## config.mk

```make
export PLATFORM = sky130hd
export DESIGN_NAME = tx_word_sched
export DESIGN_NICKNAME = d
export VERILOG_FILES = /design/src/rtl/tx_word_sched.sv
export SDC_FILE = /design/constraint.sdc
export NUM_CORES = 1
export LEC_CHECK = 0
export CORE_AREA = 5 5 71 73
export CTS_BUF_LIST = sky130_fd_sc_hd__clkbuf_8
export CTS_CLUSTER_SIZE = 12
export DETAILED_ROUTE_END_ITERATION = 12
export DIE_AREA = 0 0 76 78
export PLACE_DENSITY = 0.65
export SYNTH_ARGS = -nofsm -noshare
export SYNTH_HDL_FRONTEND = slang
export SYNTH_SLANG_ARGS = --single-unit
```

## constraint.sdc

```tcl
create_clock -name clk -period 1.53 [get_ports clk]
set_input_delay 0.153 -clock clk [delete_from_list [all_inputs] [get_ports clk]]
set_output_delay 0.153 -clock clk [all_outputs]
set_load 0.01 [all_outputs]
```

## src/rtl/tx_word_sched.sv

```systemverilog
// Transmit-side word scheduler: arbitrates sources A and B onto the single
// word serializer, then times the serialization window and guard gap.
module tx_word_sched #(
  parameter int WORD_WIDTH = 12,
  parameter int GAP_CYCLES = 4,
  parameter int PRIORITY_A = 0
) (
  input  logic                  clk,
  input  logic                  rst,
  input  logic                  tx_en,
  input  logic                  req_a,
  input  logic [WORD_WIDTH-1:0] word_a,
  output logic                  ack_a,
  input  logic                  req_b,
  input  logic [WORD_WIDTH-1:0] word_b,
  output logic                  ack_b,
  output logic [WORD_WIDTH-1:0] ser_word,
  output logic                  ser_load,
  output logic                  grant_b,
  output logic                  busy,
  output logic [7:0]            words_sent
);

  // The counter has to hold both the shift countdown and the gap countdown.
  localparam int CNT_MAX = (WORD_WIDTH - 2 > GAP_CYCLES) ? WORD_WIDTH - 2 : GAP_CYCLES;
  localparam int CW      = (CNT_MAX < 2) ? 1 : $clog2(CNT_MAX + 1);
  localparam logic [CW-1:0] SHIFT_FIRST = CW'(WORD_WIDTH - 2);
  localparam logic [CW-1:0] GAP_FIRST   = (GAP_CYCLES > 0) ? CW'(GAP_CYCLES - 1) : '0;

  typedef enum logic [1:0] {IDLE, LOAD, SHIFT, GAP} state_t;

  state_t                state, state_nxt;
  logic [CW-1:0]         cnt, cnt_nxt;
  logic                  last_b, last_b_nxt;
  logic                  win_b;
  logic                  ack_a_nxt, ack_b_nxt, load_nxt, grant_b_nxt;
  logic [WORD_WIDTH-1:0] word_nxt;
  logic [7:0]            words_nxt;

  // Next-state and next-output decode; every output is registered below.
  always_comb begin
    state_nxt   = state;
    cnt_nxt     = cnt;
    last_b_nxt  = last_b;
    win_b       = 1'b0;
    ack_a_nxt   = 1'b0;
    ack_b_nxt   = 1'b0;
    load_nxt    = 1'b0;
    grant_b_nxt = grant_b;
    word_nxt    = ser_word;
    words_nxt   = words_sent;
    case (state)
      IDLE: begin
        if (tx_en && (req_a || req_b)) begin
          if (req_a && req_b) begin
            win_b = (PRIORITY_A != 0) ? 1'b0 : ~last_b;
          end else begin
            win_b = req_b;
          end
          state_nxt   = LOAD;
          word_nxt    = win_b ? word_b : word_a;
          ack_a_nxt   = ~win_b;
          ack_b_nxt   = win_b;
          load_nxt    = 1'b1;
          grant_b_nxt = win_b;
          last_b_nxt  = win_b;
          words_nxt   = words_sent + 8'd1;
        end
      end
      LOAD: begin
        state_nxt = SHIFT;
        cnt_nxt   = SHIFT_FIRST;
      end
      SHIFT: begin
        if (cnt == '0) begin
          if (GAP_CYCLES > 0) begin
            state_nxt = GAP;
            cnt_nxt   = GAP_FIRST;
          end else begin
            state_nxt = IDLE;
          end
        end else begin
          cnt_nxt = cnt - CW'(1);
        end
      end
      GAP: begin
        if (cnt == '0) begin
          state_nxt = IDLE;
        end else begin
          cnt_nxt = cnt - CW'(1);
        end
      end
      default: state_nxt = IDLE;
    endcase
  end

  // State, counter, arbitration pointer and registered outputs.
  always_ff @(posedge clk) begin
    if (rst) begin
      state      <= IDLE;
      cnt        <= '0;
      last_b     <= 1'b1;
      ack_a      <= 1'b0;
      ack_b      <= 1'b0;
      ser_load   <= 1'b0;
      ser_word   <= '0;
      grant_b    <= 1'b0;
      busy       <= 1'b0;
      words_sent <= 8'd0;
    end else begin
      state      <= state_nxt;
      cnt        <= cnt_nxt;
      last_b     <= last_b_nxt;
      ack_a      <= ack_a_nxt;
      ack_b      <= ack_b_nxt;
      ser_load   <= load_nxt;
      ser_word   <= word_nxt;
      grant_b    <= grant_b_nxt;
      busy       <= (state_nxt != IDLE);
      words_sent <= words_nxt;
    end
  end

endmodule

```

==> results.cfg, run 1 <==
[status]
status = finished, final reports clean

[synth]
syn_avg_cell_area_um2 = 9.21
seq_area_frac_synth_pct = 44.6
ys_ff_latch = 32
yosysWarnings = 0
netlist_instances = 156
synth.distinct_cells = 39
synthesis.area_um2 = 1440
syn-num-nets = 187

[placed_design]
place_inst = 263
preCtsSetupSlack_ps = -347
place.gp.congestion = 0.813
io_buffer_count = 53
hpwl_um = 2810
placed_area_um2 = 2110

[clock_network]
cts_max_path_buffers = 2
cts_buffers = 5
clkLatencyLatePin_ps = 280
clock_sinks = 32
path_clk_slew_ps = 70
cts-htree-levels = 2
clockRootBuffer = clkbuf_8
cts_tree = built

[pwr]
peakVddDrop_mv = 0.506
powerDensity_nw_per_um2 = 1000
p_leak_nw = 0.809
finalPower_w = 0.00228

[routing]
drc = 0
drtIter0Drc = 83
num_vias = 1421
routed_via_density = 5.22
drt-pass1-iter-count = 4
antenna_left = 0
post_drt_wl_per_cell_um = 14.8
drt-total-wl_um = 4020

[sta]
rsz0062_at_grt = true
finalClockSkew_ps = 7.85
fmax_ghz = 0.665
final.min_clock_period_ps = 1500
layout_setup_ws_ps = 27.0
worst_slew_pin_slew_ps = 515
setup_violations = 0
finalMaxSlewViolations = 0
fin_crit_sh_pct = 98.2
finalHoldViolCount = 0
holdWs_ps = 466
slew_headroom_pct = 65.5

[die]
design.die.area_um2 = 5930
die_w_um = 76
io_pins = 54
num_rows = 24
fp.coreArea_um2 = 4290
start_util_pct = 33.4
die_y_um = 78

[final_layout]
register_area_um2 = 642
finalInstanceArea_um2 = 2270
area_growth_pct = 58.2
stdcell_count = 272
layout.nets = 250
n_antenna_cell = 0
fill_cells = 416
multi_input_area_um2 = 747
drive_above_1_share_pct = 17.3

[global_route]
antenna_found_initial = 0
grt_overflow = 0
grt_util_all_layers_pct = 13.6
grt_pass1_wl_um = 6580
grt_pass1_vias = 1337
grt_max_degree = 28

[setup_path]
cp.arrival_ps = 1680
rrSetupSlack_ps = 30
rr_startpoint = state[0]
r2r_cells = 3
crit_path_end_kind = register
path_class = reg -> reg
crit_required_ps = 1710
worst-path-max-fanout = 8
r2r-end = words_sent[7]
crit_path_start_kind = register

[worst_hold_path]
whs_path_depth = 2
hp-start = ser_word[1]
hold_path.class = reg -> reg
whs_endpoint = ser_word[1]

[job]
max_cap_violations = 0
[cell usage in the layout (no fill, tap or decap), types with 2 or more instances in the layout]
cell,synthesis,routed
a21oi_2,0,3
ha_1,2,2
a21oi_1,10,7
nand2_1,3,3
nor2b_1,5,5
buf_4,0,13
o31ai_1,4,4
o21ai_0,7,6
or3_1,2,2
or4_1,4,2
nand2b_1,3,3
nor3b_4,0,2
clkdlybuf4s50_1,0,52
clkbuf_8,0,6
inv_1,17,17
clkinv_2,0,2
dfxtp_1,32,31
o32ai_1,12,12
a221oi_1,12,11
o21ai_1,1,2
nand3b_1,2,2
nor2_1,6,6
or4_4,0,2
[cell families after synthesis]
group                      Yosys count  share of synthesized area (%)
buffers and inverters               29                           8.27
adders and majority gates            2                           1.74
AOI/OAI and AO/OA                   54                           27.5
DFF                                 32                           44.6
and+or+nand+nor                     36                           15.8
muxes                                2                           1.48
xor gates and xnor gates             1                          0.610
[metrics by stage]
step	util (%)	setup TNS (ps)
2_1_floorplan	-	-208
6_report	52.9	0
4_1_cts	51.3	0
3_5_place_dp	49.0	-2930
3_3_place_gp	49.0	-2870
5_1_grt	52.9	-28.7
[synth_stat cells (all sizes together)]
cell	number	share of area, %
nor3	1	0.35
mux2i	1	0.70
or4	4	2.1
nor2	6	1.6
a31oi	1	0.44
or3b	1	0.61
a21oi	10	3.5
buf	3	1.5
nand4b	1	0.61
nor4b	1	0.61
o31ai	4	2.1
or3	2	0.87
o21ai	8	2.8
mux2	1	0.78
a21boi	2	1.0
o32ai	12	7.3
inv	17	4.4
ha	2	1.7
nand2	3	0.78
o22ai	1	0.44
xnor2	1	0.61
nand2b	3	1.3
a221oi	12	7.3
o221a	1	0.78
o211ai	1	0.52
nor3b	3	1.9
a2111oi	1	0.61
nand4	1	0.44
a21bo	1	0.70
clkbuf	9	2.4
nand3b	2	1.0
nor2b	5	2.2
nor4	1	0.44
and4	1	0.61
nand3	1	0.35
dfxtp	32	45
[power breakdown]
part | internal [W] | switching [W]
Clock | 0.000359 | 0.000316
Sequential | 0.000915 | 0.0000484
Combinational | 0.000355 | 0.000289
Total | 0.00163 | 0.000653
[critical path: stages (launching register included)]
cell     delay, ps
dfxtp_1        310
or3b_4         450
nor4_4         310
mux2_4         320
[state kept, by name (all words and copies together) (netlist names)]
signal and flops:
ack_a 1, ack_b 1, busy 1, cnt 4, grant_b 1, last_b 1, ser_load 1, ser_word 12
state 2, words_sent 8
[worst max-delay path by stage]
stage,from,end,slack [ps],depth (start not counted)
floorplan,state[0],words_sent[7],-60,5
global placement,tx_en,words_sent[7],-340,4
detailed placement,tx_en,words_sent[0],-350,5
CTS,tx_en,words_sent[0],30,5
global route,cnt[1],cnt[1],-20,5
finish,state[0],words_sent[7],30,3
[routing by layer]
| metal | share of wire [%] | track usage (%) | routed length, µm | vias to the layer above |
|---|---|---|---|---|
| met1 | 46 | 17.7 | 1840 | 667 |
| met2 | 46 | 20.6 | 1860 | 34 |
| met4 | 1.4 | 4.80 | 58 | 0 |
| met3 | 6.2 | 4.75 | 250 | 6 |
| li1 | - | - | - | 714 |
| met5 | 0 | 0 | 0 | - |
[cell type report]
| type | count | area share (%) |
|---|---|---|
| multi-input cells | 95 | 32.9 |
| repair buffers | 68 | 29.1 |
| flip-flops and latches | 32 | 28.2 |
| clock buffers | 6 | 3.63 |
| well taps | 52 | 2.86 |
| inverters | 17 | 2.81 |
| clock inverters | 2 | 0.441 |
[timing repair]
item / CTS / global route
endpoints found under the setup margin: 5 / 14
pin swaps: 0 / 5
hold buffers: 0 / 0
gates resized for setup: 1 / 17
buffers inserted: 0 / 1
cloned: 0 / 0
Power figures use the tool's default switching activity.
==> inputs of run 2 (changes only) <==
ABC_AREA = 1   (was unset)
==> run 2 against run 1 <==
Compared with the run above: synthesized area unchanged; synthesized cell count is 26% higher; critical path type is now reg -> out; clock skew up 2.4 ps; sequential cell count unchanged; highest routed layer unchanged; register-to-register slack better by 140 ps; die area unchanged; clock power is 21% higher.
==> results.cfg, run 2 <==
[status]
status = finished, final reports clean

[global_route]
antenna_found_initial = 0
grt_util_all_layers_pct = 12.9
grt_pass1_wl_um = 6120
grt_pass1_vias = 1304
grt_overflow = 0
grt_max_degree = 25

[clock_network]
cts_buffers = 5
postCtsSetupBuffers = 0
clock_sinks = 32
clockRootBuffer = clkbuf_8
cts_max_path_buffers = 2
path_clk_slew_ps = 80
clkLatencyLatePin_ps = 290
cts_tree = built
cts_resized = 0
cts-htree-levels = 2
hold_buffers = 0

[die]
io_pins = 54
die_y_um = 78
start_util_pct = 33.4
num_rows = 24
design.die.area_um2 = 5930
die_w_um = 76
fp.coreArea_um2 = 4290

[final_layout]
drive_above_1_share_pct = 9.45
largest_reg_flops = 12
layout.nets = 284
area_growth_pct = 48.9
top_regs = ser_word (12), words_sent (8), cnt (4)
n_antenna_cell = 0
final_util_pct = 49.8
final_cell_mix = clkdlybuf4s50_1, nand2_1, a21oi_1, dfxtp_1, nor2_1
fill_cells = 445
top_register = ser_word
final_common_cell = clkdlybuf4s50_1

[setup_path]
cp.arrival_ps = 1300
cpLargestDelayFamily = buffers and inverters
worst-path-max-fanout = 6
cpMaxStageDelayCell = clkdlybuf4s50_1
path_cells = clkdlybuf4s50_1
crit_path_start_kind = register
crit_path_end_kind = primary output
crit_required_ps = 1380
worst-path-buf-inv = 1
critical-path-max-stage-delay_ps = 580
path_class = reg -> out

[sta]
worst_slew_pin_slew_ps = 405
fmax_ghz = 0.689
layout_setup_ws_ps = 79.6
fin_crit_sh_pct = 94.8
final.min_clock_period_ps = 1450
finalClockSkew_ps = 10.2
slew_headroom_pct = 72.9
finalMaxSlewViolations = 0
holdWs_ps = 416
finalHoldViolCount = 0
setup_violations = 0
fin_setup_tns_ps = 0
rsz0062_at_grt = false

[synth]
yosysMostFrequentCell = nand2_1
syn-num-nets = 227
ys_ff_latch = 32
netlist_instances = 196
synth_common_cells = nand2_1, a21oi_1, dfxtp_1
synth_area_leaders = dfxtp_1, nand2_1, a21oi_1
synth.distinct_cells = 22
syn_avg_cell_area_um2 = 7.33
synth_top_area_share_pct = 44.6
synth_top_flop_cell = dfxtp_1
synth_largest_area_cell = dfxtp_1
synthArstFlopShare_pct = 0
seq_area_frac_synth_pct = 44.6
yosysWarnings = 0
synthesis.area_um2 = 1440
synth-edff-count = 0

[routing]
drt-pass1-iter-count = 4
post_drt_wl_per_cell_um = 12.5
num_vias = 1397
drt-total-wl_um = 3820
drc = 0
routed_via_density = 4.57
antenna_left = 0
drtIter0Drc = 67

[pwr]
finalPower_w = 0.00306
p_leak_nw = 0.898
powerDensity_nw_per_um2 = 1430
peakVddDrop_mv = 0.663

[job]
max_cap_violations = 0

[placed_design]
hpwl_um = 2770
io_buffer_count = 53
preCtsSetupSlack_ps = -6.74
place.gp.congestion = 0.779

[worst_hold_path]
hold_path.class = in -> reg
run 2: worst paths after layout:
check | from | to | slack [ps] | cells past startpoint
worst max-delay path | words_sent[0] | words_sent[0] | 80 | 1
worst min-delay path | word_a[11] | ser_word[11] | 420 | 3
worst max register to register | cnt[0] | busy | 170 | 7
worst min register to register | grant_b | grant_b | 480 | 2
run 2: kinds of logic (layout without fill, tap and decap cells):
group	Yosys count	count (layout)	share of synthesized area, %
simple gates	88	88	27.4
flops	32	32	44.6
fa+ha+maj	2	2	1.74
compound gates	49	49	17.2
buf+inv	23	81	7.75
xor+xnor	2	2	1.22
run 2: metal layers:
layer	vias up	share of wire [%]	track usage, %
li1	753	-	-
met1	604	47	15.3
met2	32	47	20.9
met3	8	4.8	4.05
met4	0	2.0	6.41
met5	-	0	0
run 2: where the power goes:
group          internal (W)  switching [W]
clock network      0.000482       0.000336
registers           0.00101       0.000136
logic              0.000527       0.000577
total               0.00202        0.00105
run 2: area by class of cell:
cell class | count | area [µm²] | area share [%]
inverters | 15 | 56.3 | 2.63
repair buffers | 58 | 581 | 27.2
clock buffers | 5 | 68.8 | 3.22
clock inverters | 3 | 42.5 | 1.99
well taps | 52 | 65.1 | 3.04
flip-flops and latches | 32 | 641 | 30.0
multi-input cells | 141 | 684 | 32.0
run 2: through the flow:
step,cells,instance area [µm²]
finish,306,2140
detailed placement,298,2030
floorplan,196,1440
global placement,298,2030
CTS,306,2140
global route,306,2140
